File: src/rtl/bit_serial_multiplier_sequencer.sv
// Purpose: word-level front end for the bit-serial multiplier array. It serializes two W-bit operands LSB-first with r/last_bit framing, then reassembles the serial product into a 2W-bit word.
// Latency: start accepted -> done in frame cycle 2W+LAT; ready returns one cycle later; one result per 2W+LAT+2 cycles.
// Backpressure: no queueing. start is sampled only while ready=1, and a start while busy is dropped. BSM_SIGNED_EN selects two's-complement operands.
module bit_serial_multiplier_sequencer #(
    parameter int W   = 8,
    parameter int LAT = 1
) (
    input  logic           clk,
    input  logic           reset_n,
    input  logic           start,
    input  logic [W-1:0]   x_word,
    input  logic [W-1:0]   y_word,
    output logic           ready,
    output logic           x,
    output logic           y,
    output logic           xy,
    output logic           r,
    output logic           last_bit,
    input  logic           p_in,
    output logic [2*W-1:0] p_word,
    output logic           done
);

    localparam int CW = $clog2(2 * W + LAT + 1);

    localparam logic [CW-1:0] PRE_LAST    = CW'(2 * W - 2);
    localparam logic [CW-1:0] LAST_STREAM = CW'(2 * W - 1);
    localparam logic [CW-1:0] LAST_DRAIN  = CW'(2 * W - 1 + LAT);
    localparam logic [CW-1:0] LAT_C       = CW'(LAT);

    localparam logic [1:0] S_IDLE   = 2'd0;
    localparam logic [1:0] S_STREAM = 2'd1;
    localparam logic [1:0] S_DRAIN  = 2'd2;
    localparam logic [1:0] S_DONE   = 2'd3;

`ifdef BSM_SIGNED_EN
    localparam logic SIGNED_OPS = 1'b1;
`else
    localparam logic SIGNED_OPS = 1'b0;
`endif

    logic [1:0]     state;
    logic [CW-1:0]  cnt;
    logic [W-1:0]   x_sr;
    logic [W-1:0]   y_sr;
    logic [2*W-1:0] p_sr;

    logic accept;
    logic cap_en;
    logic enter_done;
    logic x_fill;
    logic y_fill;
    logic xw_fill;
    logic yw_fill;

    // Bit 0 goes straight to the output registers on accept. The shift registers
    // hold bits 1..W-1. Once they are consumed, the vacated MSB refills with the
    // extension bit (the sign bit when signed, otherwise 0).
    assign accept     = (state == S_IDLE) && start;
    assign x_fill     = SIGNED_OPS & x_sr[W-1];
    assign y_fill     = SIGNED_OPS & y_sr[W-1];
    assign xw_fill    = SIGNED_OPS & x_word[W-1];
    assign yw_fill    = SIGNED_OPS & y_word[W-1];

    // Product bit i arrives LAT cycles after operand bit i. The capture window
    // is therefore offset by LAT and spans STREAM plus DRAIN.
    assign cap_en     = ((state == S_STREAM) || (state == S_DRAIN)) && (cnt >= LAT_C);
    assign enter_done = ((state == S_STREAM) && (cnt == LAST_STREAM) && (LAT == 0)) ||
                        ((state == S_DRAIN)  && (cnt == LAST_DRAIN));

    // Frame sequencing: the counter equals the frame cycle number; ready and done are registered.
    always_ff @(posedge clk or negedge reset_n) begin
        if (!reset_n) begin
            state <= S_IDLE;
            cnt   <= '0;
            ready <= 1'b1;
            done  <= 1'b0;
        end else begin
            done <= enter_done;
            case (state)
                S_IDLE: begin
                    if (start) begin
                        state <= S_STREAM;
                        cnt   <= '0;
                        ready <= 1'b0;
                    end
                end
                S_STREAM: begin
                    cnt <= cnt + 1'b1;
                    if (cnt == LAST_STREAM) begin
                        state <= (LAT == 0) ? S_DONE : S_DRAIN;
                    end
                end
                S_DRAIN: begin
                    cnt <= cnt + 1'b1;
                    if (cnt == LAST_DRAIN) begin
                        state <= S_DONE;
                    end
                end
                default: begin
                    state <= S_IDLE;
                    cnt   <= '0;
                    ready <= 1'b1;
                end
            endcase
        end
    end

    // Serializer: drive bit k in cycle k and frame markers r (cycle 0) and last_bit (cycle 2W-1).
    always_ff @(posedge clk or negedge reset_n) begin
        if (!reset_n) begin
            x        <= 1'b0;
            y        <= 1'b0;
            xy       <= 1'b0;
            r        <= 1'b0;
            last_bit <= 1'b0;
            x_sr     <= '0;
            y_sr     <= '0;
        end else if (accept) begin
            x        <= x_word[0];
            y        <= y_word[0];
            xy       <= x_word[0] & y_word[0];
            r        <= 1'b1;
            last_bit <= 1'b0;
            x_sr     <= {xw_fill, x_word[W-1:1]};
            y_sr     <= {yw_fill, y_word[W-1:1]};
        end else if ((state == S_STREAM) && (cnt != LAST_STREAM)) begin
            x        <= x_sr[0];
            y        <= y_sr[0];
            xy       <= x_sr[0] & y_sr[0];
            r        <= 1'b0;
            last_bit <= (cnt == PRE_LAST);
            x_sr     <= {x_fill, x_sr[W-1:1]};
            y_sr     <= {y_fill, y_sr[W-1:1]};
        end else begin
            x        <= 1'b0;
            y        <= 1'b0;
            xy       <= 1'b0;
            r        <= 1'b0;
            last_bit <= 1'b0;
        end
    end

    // Deserializer: shift product bits in from the MSB. The final capture and the
    // p_word load share one edge, so p_word takes the shifted value directly.
    always_ff @(posedge clk or negedge reset_n) begin
        if (!reset_n) begin
            p_sr   <= '0;
            p_word <= '0;
        end else begin
            if (accept) begin
                p_sr <= '0;
            end else if (cap_en) begin
                p_sr <= {p_in, p_sr[2*W-1:1]};
            end
            if (enter_done) begin
                p_word <= {p_in, p_sr[2*W-1:1]};
            end
        end
    end

endmodule

File: config.mk
export PLATFORM = sky130hd
export DESIGN_NAME = bit_serial_multiplier_sequencer
export DESIGN_NICKNAME = d
export VERILOG_FILES = /design/src/rtl/bit_serial_multiplier_sequencer.sv
export SDC_FILE = /design/constraint.sdc
export NUM_CORES = 1
export LEC_CHECK = 0
export CORE_ASPECT_RATIO = 0.6
export CORE_MARGIN = 2
export CORE_UTILIZATION = 57
export DETAILED_ROUTE_END_ITERATION = 7
export GPL_TIMING_DRIVEN = 0
export PLACE_DENSITY = 0.85
export SLEW_MARGIN = 10
export SYNTH_ARGS = -nofsm -noshare
export SYNTH_HDL_FRONTEND = slang
export SYNTH_SLANG_ARGS = --single-unit
File: constraint.sdc
create_clock -name clk -period 3.6 [get_ports clk]
set_clock_uncertainty 0.05 [all_clocks]
set_input_delay 0.36 -clock clk [delete_from_list [all_inputs] [get_ports clk]]
set_output_delay 0.36 -clock clk [all_outputs]
set_load 0.1 [all_outputs]
==> flow_summary_export.csv <==
group,metric,value,unit
finish,final_common_cell,"dfrtp_1",
finish,multiInputGateArea,1020,um^2
worst_setup_path,critPathRequiredTime,3.19,ns
pwr,irDropWorstVdd,0.427,mV
route,wl_per_cell,15.0,um
pwr,power.density,817,nW/um^2
route,drc,0,
yosys,ys_types,31,
finish,drive_above_1_share,18.4,%
global_routing,busiest_layer,"met1",
die,die_area,5130,um^2
worst_setup_path,critPathTopFamily,"buffers and inverters",
cts,cts_resized,0,
sta,maxSlewHeadroom,34.9,%
global_routing,grt-ovfl-total,0,
worst_setup_path,critPathKind,"flip-flop to output pin",
route,drtIter0Drc,159,
cts,htreeDepth,3,
worst_setup_path,path_buf_inv,1,
global_routing,grt_pass1_vias,1877,
die,rows,18,
sta,rsz0062_at_grt,"no",
worst_setup_path,slowest_delay,1.12,ns
global_routing,grt.met1_usage,33.2,%
sta,period_needed,2.39,ns
yosys,synth_nets,258,
yosys,avgSynthCellArea,11.3,um^2
cts,cts_tree,"built",
yosys,synth_area_leaders,"dfrtp_1 56%, mux2_2 7.8%, nand2_1 7.4%",
cts,postCtsSetupRepairBufs,0,
worst_setup_path,slowest_stage,"clkdlybuf4s50_1",
die,core,4230,um^2
place,port_buffers,42,
finish,regArea,1480,um^2
job,drv_cap,0,
yosys,yosysSeqAreaShare,56.9,%
status,status,"completed",
global_routing,grtUsageTotal,23.0,%
sta,setup_tns,0,ns
cts,cts_hold_buf,0,
global_routing,grtUsageMet3,8.46,%
place,gp_congestion,0.766,
route,antenna_left,0,
hold_path,min_path_type,"input pin to asynchronous set/reset pin",
sta,period_share,66.3,%
sta,worst_pin_slew,0.974,ns
place,place_ws,1.31,ns
global_routing,antenna_found_initial,0,
worst_setup_path,crit_path_max_fanout,2,
sta,setup_viol,0,
cts,root_buffer,"clkbuf_8",
cts,insertion_delay,0.33,ns
yosys,ys_warn_count,0,
worst_setup_path,crit_arrival,1.98,ns
global_routing,grt_max_degree,60,
cts,cts_buffers,9,
die,pin_count,43,
finish,area_delta_synth_final,26.6,%
worst_setup_path,cp-end-kind,"output pin",
worst_setup_path,cp-start-kind,"flip-flop",
route,vias_per_cell,5.36,
worst_setup_path,crit_chain,"clkdlybuf4s50_1",
place,hpwl,3640,um
finish,final_nets,311,
die,die_h,56.3,um
yosys,yosys.area.top_type_share,55.9,%
global_routing,met2_usage,33.1,%
route,vias,1865,
route,dr.pass1.iters,5,
finish,fill_cells,297,
sta,hold_violations,0,
cts,clock_sinks,59,
die,die_w,91.1,um
cts,path_clk_slew,0.06,ns
cts,cts_buffer_depth,2,
global_routing,grt_pass1_wl,9050,um
pwr,p_leak,1.48,nW
yosys,yosysTopAreaCell,"dfrtp_1",
sta,fmax,419,MHz
die,initial_core_util,61.3,%
route,drt_wl_total,5220,um
yosys,synth_cells,230,
yosys,syn_area,2590,um^2
finish,layout_common_cells,"58 x dfrtp_1, 51 x nand2_1, 41 x clkdlybuf4s50_1, 20 x o21ai_0, 18 x mux2_2",
sta,layout_setup_ws,1.21,ns
sta,finalMaxSlewViolations,0,
yosys,ys_ff_latch,59,
finish,antenna_cells,0,
kinds of logic after synthesis:
group	share of synthesized area, %
adders and majority gates	3.86
buffers and inverters	3.66
DFF	56.9
AOI/OAI and AO/OA	11.4
muxes	12.4
and+or+nand+nor	11.7
area by class of cell:
| class | count | share of cell area [%] |
|---|---|---|
| flip-flops and latches | 59 | 45.0 |
| multi-input cells | 151 | 31.1 |
| repair buffers | 42 | 12.7 |
| clock buffers | 14 | 4.95 |
| well taps | 60 | 2.28 |
| plain buffers | 13 | 2.09 |
| clock inverters | 2 | 1.07 |
| inverters | 7 | 0.800 |
final timing paths:
| kind | start | endpoint | slack (ns) | cells after the start |
|---|---|---|---|---|
| max reg2reg | cnt[0]$_DFFE_PN0P_ | last_bit$_DFF_PN0_ | 1.29 | 8 |
| max in group asynchronous | reset_n | cnt[0]$_DFFE_PN0P_ | 2.99 | 1 |
| min | reset_n | y_sr[3]$_DFFE_PN0P_ | 0.04 | 1 |
| max | ready$_DFFE_PN1P_ | ready | 1.21 | 1 |
| min reg2reg | x_sr[6]$_DFFE_PN0P_ | x_sr[6]$_DFFE_PN0P_ | 0.45 | 1 |
| min in group clk | x_sr[6]$_DFFE_PN0P_ | x_sr[6]$_DFFE_PN0P_ | 0.45 | 1 |
cells in the mapped netlist:
master / n
buf_1: 1
ha_1: 8
nor2b_1: 2
o21ai_0: 20
or2_2: 1
a21o_1: 1
a22o_1: 4
o21ai_4: 1
nand2b_1: 1
o21a_1: 1
nand2_1: 51
clkbuf_1: 6
and3_1: 1
nor3_1: 1
mux2i_1: 12
a211oi_1: 1
o32a_1: 1
nor4b_1: 1
a21oi_1: 5
nand3_1: 5
buf_6: 2
buf_2: 4
dfstp_2: 1
mux2_2: 18
or4_4: 1
nor2_1: 3
nand4_2: 1
dfrtp_1: 58
and2_1: 1
a21oi_2: 10
inv_1: 7
registers in the layout (all words and copies together), names as in the netlist:
signal	count
x_sr	7
y_sr	7
cnt	5
xy	1
p_sr	15
p_word	16
x	1
r	1
done	1
state	2
last_bit	1
y	1
ready	1
stage by stage:
step	power, W	cell area (um^2)	util (%)	hold slack [ns]	std cells
CTS	0.00269	3290	77.6	0.0558	348
floorplan	0.00180	2590	-	0.0144	230
detailed placement	0.00209	3090	72.9	0.413	332
global route	0.00283	3290	77.6	0.0812	348
global placement	0.00205	3090	73.0	0.435	332
finish	0.00268	3290	77.6	0.0360	348
routing by layer:
| layer | vias to the layer above | routed length (um) |
|---|---|---|
| li1 | 885 | - |
| met1 | 922 | 2530 |
| met2 | 53 | 2340 |
| met3 | 5 | 302 |
| met4 | 0 | 49 |
| met5 | - | 0 |
where the power goes:
| group | switching (W) | leakage [nW] | total [W] | internal, W |
|---|---|---|---|---|
| Clock | 0.000241 | 0.101 | 0.000598 | 0.000357 |
| Combinational | 0.000721 | 0.591 | 0.00111 | 0.000390 |
| Sequential | 0.000129 | 0.787 | 0.000975 | 0.000846 |
No activity file was read; power rests on OpenSTA's default activity.
